### config.mk
export PLATFORM = sky130hd
export DESIGN_NAME = wrapped_project_select_flat
export DESIGN_NICKNAME = d
export VERILOG_FILES = /design/src/rtl/wrapped_project_select_if.sv /design/src/rtl/wrapped_project_select.sv /design/src/flat_wrapper.sv
export SDC_FILE = /design/constraint.sdc
export NUM_CORES = 1
export LEC_CHECK = 0
export BUFFER_PORTS_ARGS = -buffer_cell sky130_fd_sc_hd__clkbuf_2
export CORE_MARGIN = 10
export CORE_UTILIZATION = 46
export CTS_BUF_LIST = sky130_fd_sc_hd__clkbuf_8 sky130_fd_sc_hd__clkbuf_16
export DETAILED_ROUTE_END_ITERATION = 8
export GPL_TIMING_DRIVEN = 0
export PLACE_DENSITY = 0.85
export SETUP_SLACK_MARGIN = 0.2
export SLEW_MARGIN = 20
export SYNTH_ARGS = -nofsm -noshare
export SYNTH_HDL_FRONTEND = slang
export SYNTH_SLANG_ARGS = --single-unit
### constraint.sdc
create_clock -name wb_clk_i -period 2 [get_ports wb_clk_i]
set_input_delay 0.2 -clock wb_clk_i [delete_from_list [all_inputs] [get_ports wb_clk_i]]
set_output_delay 0.2 -clock wb_clk_i [all_outputs]
set_load 0.01 [all_outputs]
### src/rtl/wrapped_project_select_if.sv
// wrapped_project_select_if: Wishbone classic slave bundle carrying the
// strobe/cycle/write/select/address/data lines and the ack/read-data returns.
interface wrapped_project_select_if;
   logic        wbs_stb_i;
   logic        wbs_cyc_i;
   logic        wbs_we_i;
   logic [3:0]  wbs_sel_i;
   logic [31:0] wbs_adr_i;
   logic [31:0] wbs_dat_i;
   logic        wbs_ack_o;
   logic [31:0] wbs_dat_o;
   modport master (output wbs_stb_i, wbs_cyc_i, wbs_we_i, wbs_sel_i, wbs_adr_i, wbs_dat_i,
                   input  wbs_ack_o, wbs_dat_o);
   modport slave  (input  wbs_stb_i, wbs_cyc_i, wbs_we_i, wbs_sel_i, wbs_adr_i, wbs_dat_i,
                   output wbs_ack_o, wbs_dat_o);
endinterface

### src/rtl/wrapped_project_select.sv
// wrapped_project_select: Wishbone-programmed break-before-make scheduler that
// drives the one-hot active enables of the wrapped user projects.
module wrapped_project_select #(
   parameter int          NUM_PROJECTS = 8,
   parameter int          GUARD_RESET  = 4,
   parameter logic [31:0] BASE_ADDR    = 32'h3000_0000
) (
   input  logic                        wb_clk_i,
   input  logic                        wb_rst_i,
   wrapped_project_select_if.slave     wb,
   output logic [NUM_PROJECTS-1:0]     active_o,
   output logic                        busy_o,
   output logic                        irq_o
);
   localparam int SEL_W = $clog2(NUM_PROJECTS);
   localparam logic [NUM_PROJECTS-1:0] ONE = 1;
   typedef enum logic [1:0] {IDLE, DRAIN, ENGAGE} state_t;
   state_t                  state_q, state_d;
   logic                    ack_q, ack_d;
   logic [31:0]             dat_q, dat_d;
   logic [SEL_W-1:0]        ctl_sel_q, ctl_sel_d, run_sel_q, run_sel_d, cur_sel_q, cur_sel_d;
   logic                    ctl_en_q, ctl_en_d, ctl_irq_q, ctl_irq_d;
   logic                    run_en_q, run_en_d, run_irq_q, run_irq_d;
   logic                    valid_q, valid_d, done_q, done_d, req_q, req_d, irq_q, irq_d;
   logic [7:0]              guard_q, guard_d, cnt_q, cnt_d;
   logic [15:0]             count_q, count_d;
   logic [NUM_PROJECTS-1:0] active_q, active_d;
   logic                    hit, wr, load, engage, unused_bits;
   logic [1:0]              off;
   logic [31:0]             rdata;
   assign hit    = wb.wbs_stb_i && wb.wbs_cyc_i && !ack_q && wb.wbs_adr_i[31:4] == BASE_ADDR[31:4];
   assign wr     = hit && wb.wbs_we_i;
   assign off    = wb.wbs_adr_i[3:2];
   // req_q doubles as the single pending slot; IDLE and the ENGAGE cycle both consume it
   assign load   = (state_q == IDLE || state_q == ENGAGE) && req_q;
   assign engage = state_q == DRAIN && cnt_q == 8'd1;
   assign busy_o = state_q != IDLE;
   assign active_o = active_q;
   assign irq_o  = irq_q;
   assign wb.wbs_ack_o = ack_q;
   assign wb.wbs_dat_o = dat_q;
   assign unused_bits = ^{wb.wbs_dat_i[31:11], wb.wbs_adr_i[1:0], wb.wbs_sel_i[3:2]};
   always_ff @(posedge wb_clk_i or posedge wb_rst_i) begin
      if (wb_rst_i) begin
         state_q   <= IDLE;
         ack_q     <= 1'b0;
         dat_q     <= '0;
         ctl_sel_q <= '0;
         ctl_en_q  <= 1'b0;
         ctl_irq_q <= 1'b0;
         run_sel_q <= '0;
         run_en_q  <= 1'b0;
         run_irq_q <= 1'b0;
         cur_sel_q <= '0;
         valid_q   <= 1'b0;
         done_q    <= 1'b0;
         req_q     <= 1'b0;
         irq_q     <= 1'b0;
         guard_q   <= 8'(GUARD_RESET);
         cnt_q     <= '0;
         count_q   <= '0;
         active_q  <= '0;
      end else begin
         state_q   <= state_d;
         ack_q     <= ack_d;
         dat_q     <= dat_d;
         ctl_sel_q <= ctl_sel_d;
         ctl_en_q  <= ctl_en_d;
         ctl_irq_q <= ctl_irq_d;
         run_sel_q <= run_sel_d;
         run_en_q  <= run_en_d;
         run_irq_q <= run_irq_d;
         cur_sel_q <= cur_sel_d;
         valid_q   <= valid_d;
         done_q    <= done_d;
         req_q     <= req_d;
         irq_q     <= irq_d;
         guard_q   <= guard_d;
         cnt_q     <= cnt_d;
         count_q   <= count_d;
         active_q  <= active_d;
      end
   end
   always_comb begin
      state_d = load ? DRAIN : engage ? ENGAGE : state_q == ENGAGE ? IDLE : state_q;
   end
   always_comb begin
      rdata = off == 2'd0 ? {22'b0, ctl_irq_q, ctl_en_q, 8'(ctl_sel_q)} :
              off == 2'd1 ? {21'b0, done_q, busy_o, valid_q, 8'(cur_sel_q)} :
              off == 2'd2 ? {24'b0, guard_q} : {16'b0, count_q};
      ack_d     = hit;
      dat_d     = hit && !wb.wbs_we_i ? rdata : 32'b0;
      ctl_sel_d = wr && off == 2'd0 && wb.wbs_sel_i[0] ? wb.wbs_dat_i[SEL_W-1:0] : ctl_sel_q;
      ctl_en_d  = wr && off == 2'd0 && wb.wbs_sel_i[1] ? wb.wbs_dat_i[8] : ctl_en_q;
      ctl_irq_d = wr && off == 2'd0 && wb.wbs_sel_i[1] ? wb.wbs_dat_i[9] : ctl_irq_q;
      guard_d   = wr && off == 2'd2 && wb.wbs_sel_i[0] ? wb.wbs_dat_i[7:0] : guard_q;
      req_d     = (wr && off == 2'd0) || (req_q && !load);
      done_d    = engage ? 1'b1 : wr && off == 2'd1 && wb.wbs_sel_i[1] && wb.wbs_dat_i[10] ? 1'b0 : done_q;
      run_sel_d = load ? ctl_sel_q : run_sel_q;
      run_en_d  = load ? ctl_en_q : run_en_q;
      run_irq_d = load ? ctl_irq_q : run_irq_q;
      cnt_d     = load ? (guard_q == 8'd0 ? 8'd1 : guard_q) : state_q == DRAIN ? cnt_q - 8'd1 : cnt_q;
      active_d  = load ? '0 : engage ? (run_en_q ? ONE << run_sel_q : '0) : active_q;
      cur_sel_d = engage ? run_sel_q : cur_sel_q;
      valid_d   = engage ? run_en_q : valid_q;
      count_d   = engage ? count_q + 16'd1 : count_q;
      irq_d     = engage && run_irq_q;
   end
endmodule

### src/flat_wrapper.sv
// flat-port wrapper written by rule: the top's interface ports become plain ports
module wrapped_project_select_flat 
#(
   parameter int          NUM_PROJECTS = 8,
   parameter int          GUARD_RESET  = 4,
   parameter logic [31:0] BASE_ADDR    = 32'h3000_0000
)
  (wb_clk_i, wb_rst_i, active_o, busy_o, irq_o, wb_wbs_stb_i, wb_wbs_cyc_i, wb_wbs_we_i, wb_wbs_sel_i, wb_wbs_adr_i, wb_wbs_dat_i, wb_wbs_ack_o, wb_wbs_dat_o);
  wrapped_project_select_if wb_i ();
  input  logic wb_clk_i;
  input  logic wb_rst_i;
  output logic [NUM_PROJECTS-1:0] active_o;
  output logic busy_o;
  output logic irq_o;
  input wire logic [$bits(wb_i.wbs_stb_i)-1:0] wb_wbs_stb_i;
  input wire logic [$bits(wb_i.wbs_cyc_i)-1:0] wb_wbs_cyc_i;
  input wire logic [$bits(wb_i.wbs_we_i)-1:0] wb_wbs_we_i;
  input wire logic [$bits(wb_i.wbs_sel_i)-1:0] wb_wbs_sel_i;
  input wire logic [$bits(wb_i.wbs_adr_i)-1:0] wb_wbs_adr_i;
  input wire logic [$bits(wb_i.wbs_dat_i)-1:0] wb_wbs_dat_i;
  output wire logic [$bits(wb_i.wbs_ack_o)-1:0] wb_wbs_ack_o;
  output wire logic [$bits(wb_i.wbs_dat_o)-1:0] wb_wbs_dat_o;
  assign wb_i.wbs_stb_i = wb_wbs_stb_i;
  assign wb_i.wbs_cyc_i = wb_wbs_cyc_i;
  assign wb_i.wbs_we_i = wb_wbs_we_i;
  assign wb_i.wbs_sel_i = wb_wbs_sel_i;
  assign wb_i.wbs_adr_i = wb_wbs_adr_i;
  assign wb_i.wbs_dat_i = wb_wbs_dat_i;
  assign wb_wbs_ack_o = wb_i.wbs_ack_o;
  assign wb_wbs_dat_o = wb_i.wbs_dat_o;
  wrapped_project_select #(.NUM_PROJECTS(NUM_PROJECTS), .GUARD_RESET(GUARD_RESET), .BASE_ADDR(BASE_ADDR)) u_core (.wb_clk_i(wb_clk_i), .wb_rst_i(wb_rst_i), .wb(wb_i), .active_o(active_o), .busy_o(busy_o), .irq_o(irq_o));
endmodule
==> results.json, run 1 <==
{
  "cp_top_family": "simple AND/OR/NAND/NOR gates",
  "tritoncts": "built",
  "vias_per_cell": 5.73,
  "slowest_delay_ns": 0.41,
  "peakVddDrop_uv": 337,
  "yosysSeqAreaShare_pct": 52.9,
  "cts.path.max_buffers": 2,
  "synthFlopType": "dfrtp_1",
  "place_congestion": 0.905,
  "hold_class": "input pin to flip-flop",
  "dp_hpwl_um": 7170,
  "wl_per_cell_um": 20.4,
  "powerDensity_nw_per_um2": 590,
  "final.setup.tns_ns": -0.0459,
  "multi_input_area_um2": 1870,
  "first_iter_violations": 238,
  "status": "complete, but fails checks",
  "yosys_warnings": 0,
  "cp.depth": 7,
  "postRouteAntennaNets": 0,
  "holdWs_ns": 0.0710,
  "finalWorstSetupSlack_ns": -0.0236,
  "firstDrtPassIters": 6,
  "grt_pass1_vias": 3146,
  "cts_made_buffers": 9,
  "ys_seq_elements": 76,
  "cp-end-kind": "flip-flop",
  "synth_edf_count": 0,
  "startpoint": "u_core.cnt_q[1]",
  "fin_nets": 535,
  "start_kind": "flip-flop",
  "r2r_slack_ns": -0.02,
  "areaGrowthSynthToFinish_pct": 37.6,
  "syn_area_per_cell_um2": 10.7,
  "die_x_um": 108,
  "wl_met2_um": 6040,
  "grt_max_degree": 31,
  "m1WireLength_um": 3990,
  "ios": 116,
  "cp_max_fo": 5,
  "dr.max_layer_used": "met4",
  "p_leak_nw": 2.39,
  "path_class": "flip-flop to flip-flop",
  "dp_cells": 529,
  "clock_sinks": 76,
  "fin_skew_ns": 0.00882,
  "max_freq_ghz": 0.494,
  "seq_area_um2": 1910,
  "root_buffer": "clkbuf_8",
  "insertion_delay_ns": 0.36,
  "crit_required_ns": 2.28,
  "placementRows": 32,
  "drv_cap": 0,
  "synth_cell_types": 45,
  "slew_headroom_pct": 24.6,
  "reg2reg_to": "u_core.count_q[9]",
  "wirelength_um": 11500,
  "clk_pin_slew_ns": 0.09,
  "violations": "negative setup slack",
  "drv_slew": 0,
  "worstPathCellList": "inv_2, ha_4, or3b_4, nor4_4, buf_4, nand4_1, xnor2_1",
  "core-area_um2": 7650,
  "crit_arrival_ns": 2.30,
  "antenna_found_initial": 0,
  "fillerInstances": 550,
  "synthArstFlopShare_pct": 100,
  "finalHoldViolCount": 0,
  "io_buffers": 73,
  "cpMaxStageDelayCell": "dfrtp_1",
  "synth_cells": 337,
  "die_area_um2": 11800,
  "grt_usage_pct": 17.3,
  "overflow": 0,
  "initial_core_util_pct": 47.0,
  "n_antenna_cell": 0,
  "vias": 3243,
  "die_h_um": 108,
  "final_layout_size_suffix_gt1_share_pct": 40.7,
  "h-tree-depth": 3,
  "crit_end": "u_core.count_q[9]",
  "drcViolationCount": 0,
  "synth_area_um2": 3590,
  "critPathBufInv": 2,
  "r2r-start": "u_core.cnt_q[1]",
  "reg2reg_depth": 7,
  "worstMarginPinSlew_ns": 1.13,
  "period_share_pct": 101,
  "setup_viol": 2,
  "wl_met3_um": 1020,
  "period_needed_ns": 2.02,
  "grt_pass1_wl_um": 16000,
  "fin_cells": 566,
  "rsz0062_at_grt": "true"
}
[metrics by stage]
step / instance area (um^2) / util [%] / total power, mW / setup slack, ns
final: 4950 / 64.7 / 2.92 / -0.0236
after global routing: 4950 / 64.7 / 3.02 / -0.0808
after CTS: 4700 / 61.5 / 2.90 / 0.0301
after detailed placement: 4210 / 55.0 / 1.73 / -0.256
after global placement: 4160 / 54.4 / 1.71 / -0.127
after floorplan: 3670 / - / 1.65 / 0.113
[layer usage]
metal,up-vias,track usage (%)
met5,-,0
met1,1556,19.3
met2,225,30.0
met4,0,8.76
met3,49,4.22
li1,1413,-
[cell families after synthesis]
family / count (synthesis) / share of synthesized area (%)
flops: 76 / 52.9
buf+inv: 38 / 5.78
mux: 23 / 7.94
compound gates: 28 / 5.05
other cells: 1 / 0.104
xor+xnor: 15 / 3.65
fa+ha+maj: 3 / 1.04
simple gates: 153 / 23.5
[flip-flops by register name, summed over array words and instances (netlist names), 2 cells and up]
| register | flops |
|---|---|
| u_core.guard_q | 8 |
| u_core.run_sel_q | 3 |
| u_core.cnt_q | 8 |
| u_core.count_q | 16 |
| u_core.wb.wbs_dat_o | 16 |
| u_core.state_q | 2 |
| u_core.active_o | 8 |
| u_core.cur_sel_q | 3 |
| u_core.ctl_sel_q | 3 |
[synth_stat cells (2+ instances only)]
cell type | n | area [um^2]
dfrtp_1 | 75 | 1880
nand2_1 | 55 | 206
buf_4 | 17 | 128
xnor2_1 | 15 | 131
mux2_2 | 14 | 158
nor4_1 | 14 | 87.6
nand4_1 | 13 | 81.3
a21oi_1 | 12 | 60.1
clkbuf_1 | 11 | 41.3
nor2_1 | 10 | 37.5
inv_1 | 8 | 30.0
nand3_1 | 8 | 40.0
or3_1 | 8 | 50.1
mux2i_1 | 6 | 60.1
nor3_1 | 6 | 30.0
and2_1 | 5 | 31.3
and4_1 | 5 | 43.8
nand2b_1 | 5 | 31.3
nor2b_1 | 5 | 31.3
nor3b_1 | 4 | 30.0
a211oi_1 | 3 | 22.5
ha_1 | 3 | 37.5
mux4_2 | 3 | 67.6
o211ai_1 | 3 | 22.5
o311ai_0 | 3 | 26.3
or4_1 | 3 | 22.5
a31oi_1 | 2 | 12.5
and3_1 | 2 | 12.5
nor4_2 | 2 | 25.0
o21ai_0 | 2 | 10.0
[placed cells by master (no fill, tap or decap), types with 8 or more instances in the layout]
cell type,synthesis,final
nor4_4,1,10
mux2_4,0,13
nor2_1,10,10
conb_1,1,16
dfrtp_1,75,73
clkbuf_2,0,73
or3_1,8,8
a21oi_1,12,11
clkbuf_1,11,9
buf_4,17,29
nand2_1,55,53
xnor2_1,15,13
nand4_1,13,13
clkbuf_8,0,9
[worst register-to-register path, delay by kind of cell, from the launching register on]
family / cells / cell delay, ns
AND/OR/NAND/NOR: 3 / 0.88
flip-flops: 1 / 0.41
buffers and inverters: 2 / 0.30
XOR/XNOR: 1 / 0.22
adder cells (fa/ha/maj): 1 / 0.12
[timing repair]
| action | CTS | global route |
|---|---|---|
| resized for setup | 36 | 45 |
| hold buffers | 1 | 0 |
| buffers inserted | 15 | 3 |
| cloned | 1 | 1 |
| endpoints found under the setup margin | 59 | 63 |
| pin swaps | 13 | 18 |
| endpoints found under the hold margin | 22 | 0 |
[final cells by class]
| cell class | instances | area share [%] |
|---|---|---|
| Clock inverter | 7 | 1.54 |
| Buffer | 30 | 4.07 |
| Timing Repair Buffer | 96 | 12.4 |
| Inverter | 8 | 0.683 |
| Sequential cell | 76 | 38.5 |
| Tap cell | 102 | 2.58 |
| Clock buffer | 9 | 2.50 |
| Multi-Input combinational cell | 238 | 37.7 |
[worst min path at each step]
stage	from	end	slack [ns]	depth (start not counted)
after floorplan	wb_wbs_dat_i[0]	u_core.guard_q[0]	0.35	1
after global placement	wb_wbs_dat_i[9]	u_core.ctl_irq_q	0.43	2
after detailed placement	wb_rst_i	u_core.wb.wbs_ack_o	0.26	2
after CTS	wb_wbs_dat_i[9]	u_core.ctl_irq_q	0.07	2
after global routing	wb_wbs_dat_i[2]	u_core.ctl_sel_q[2]	0.07	2
final	wb_wbs_dat_i[9]	u_core.ctl_irq_q	0.07	2
[power by group]
part / total, mW / internal [mW] / switching, mW
clock: 1.20 / 0.582 / 0.621
sequential: 1.54 / 1.54 / 0.000000124
combinational: 0.182 / 0.0781 / 0.104
No activity file was read; power rests on OpenSTA's default activity.
==> run 2: changes to the inputs <==
PLACE_DENSITY = 0.78   (was 0.85)
TNS_END_PERCENT = 20   (was not set)
==> run 2 against run 1 <==
Compared with the run above: sequential cell count did not move; highest routed layer unchanged; core utilization fell by 2.1 points; first-iteration DRC count fell by 21%; global-route usage fell by 1.6 points; sequential power barely moved; worst hold slack improved by 0.0035 ns; cell area fell by 3.2%; via count fell by 7.8%; the run now ends clean; die area did not move; power fell by 2.1%; clock skew rose by 0.00081 ns.
==> results.json, run 2 (same netlist as run 1, synthesis figures left out) <==
{
  "worstMarginPinSlew_ns": 0.796,
  "antenna_found_initial": 0,
  "tritoncts": "built",
  "final_layout_size_suffix_gt1_share_pct": 39.9,
  "grt_max_degree": 34,
  "fin_skew_ns": 0.00963,
  "setup_viol": 0,
  "slew_headroom_pct": 46.9,
  "peakVddDrop_uv": 308,
  "rsz0062_at_grt": "true",
  "period_needed_ns": 1.98,
  "io_buffers": 73,
  "grt_pass1_vias": 2986,
  "areaGrowthSynthToFinish_pct": 33.2,
  "final.setup.tns_ns": 0,
  "root_buffer": "clkbuf_8",
  "hold_class": "input pin to flip-flop",
  "path_class": "flip-flop to flip-flop",
  "p_leak_nw": 2.32,
  "start_kind": "flip-flop",
  "die_h_um": 108,
  "cts_made_buffers": 9,
  "seq_area_um2": 1910,
  "vias": 2990,
  "wirelength_um": 9480,
  "multi_input_area_um2": 1740,
  "firstDrtPassIters": 4,
  "placed_area_um2": 4200,
  "vias_per_cell": 5.28,
  "die_x_um": 108,
  "grt_pass1_wl_um": 14800,
  "core-area_um2": 7650,
  "period_share_pct": 98.8,
  "wl_per_cell_um": 16.7,
  "layout_commonest_cell": "clkbuf_2",
  "cts.path.max_buffers": 2,
  "crit_required_ns": 2.24,
  "ios": 116,
  "final_cell_mix": "clkbuf_2 (73), dfrtp_1 (72), nand2_1 (53)",
  "fillerInstances": 609,
  "postRouteAntennaNets": 0,
  "clock_sinks": 76,
  "drv_cap": 0,
  "grt_usage_pct": 15.7,
  "initial_core_util_pct": 47.0,
  "fin_nets": 536,
  "stdcell_area_um2": 4790,
  "finalHoldViolCount": 0,
  "overflow": 0,
  "die_area_um2": 11800,
  "h-tree-depth": 3,
  "cp-end-kind": "flip-flop",
  "insertion_delay_ns": 0.36,
  "cp_max_fo": 6,
  "max_freq_ghz": 0.506,
  "dp_hpwl_um": 6630,
  "n_antenna_cell": 0,
  "drcViolationCount": 0,
  "status": "finished clean",
  "drv_slew": 0,
  "placementRows": 32,
  "first_iter_violations": 188,
  "crit_arrival_ns": 2.22,
  "powerDensity_nw_per_um2": 597,
  "clk_pin_slew_ns": 0.08,
  "place_congestion": 0.883
}
-- run 2: worst paths after layout --
check / startpoint / endpoint / slack, ns / cells past startpoint
worst max-delay path: u_core.cnt_q[1] / u_core.count_q[4] / 0.02 / 8
worst min-delay path: wb_wbs_dat_i[4] / u_core.guard_q[4] / 0.07 / 2
worst max register to register: u_core.cnt_q[1] / u_core.count_q[4] / 0.02 / 8
worst min register to register: u_core.count_q[15] / u_core.count_q[15] / 0.47 / 1
max in group asynchronous: wb_rst_i / u_core.guard_q[2] / 0.80 / 5
min in group asynchronous: wb_rst_i / u_core.wb.wbs_dat_o[10] / 0.41 / 3
-- run 2: worst max-delay path, stage by stage, from the launching register on --
cell and delay (ns):
dfrtp_1 0.40, inv_2 0.08, ha_4 0.12, or3b_4 0.39
buf_4 0.15, buf_6 0.11, nor3_4 0.30, nand4_1 0.15
xnor2_1 0.16
-- run 2: area by class of cell --
class | count | area share (%)
buffer | 30 | 4.08
clock inverter | 5 | 1.10
multi-input combinational | 238 | 36.3
clock buffer | 10 | 2.87
sequential | 76 | 39.8
inverter | 8 | 0.706
tap | 102 | 2.67
timing repair buffer | 97 | 12.5
-- run 2: power by group --
part	leakage, nW	switching, mW	internal, mW	total (mW)
registers	1.05	0.0000000988	1.54	1.54
logic	1.17	0.0935	0.0768	0.170
clock network	0.0979	0.557	0.596	1.15
total	2.32	0.651	2.21	2.86
-- run 2: metrics by stage --
| step | power (mW) | hold slack (ns) | utilization [%] | worst slack, ns | instances |
|---|---|---|---|---|---|
| 2_1_floorplan | 1.65 | 0.352 | - | 0.104 | 352 |
| 3_3_place_gp | 1.71 | 0.434 | 54.2 | -0.177 | 527 |
| 3_5_place_dp | 1.73 | 0.246 | 54.9 | -0.201 | 529 |
| 4_1_cts | 2.87 | 0.0616 | 59.6 | 0.0324 | 555 |
| 5_1_grt | 2.96 | 0.0654 | 62.6 | -0.0616 | 566 |
| 6_report | 2.86 | 0.0745 | 62.6 | 0.0245 | 566 |
-- run 2: metal layers --
layer | vias to the layer above | global-route usage [%] | routed length (um)
met4 | 0 | 7.82 | 201
met1 | 1452 | 18.8 | 3740
met2 | 114 | 25.8 | 4810
met5 | - | 0 | 0
li1 | 1406 | - | -
met3 | 18 | 3.81 | 727
-- run 2: timing repair --
item                       in CTS  in global routing
pin swaps                       7                 28
buffers inserted                9                 10
setup endpoints to repair      57                 55
hold endpoints to repair       21                  0
gates resized for setup        22                 40
hold buffers                    1                  0
gates cloned                    1                  1
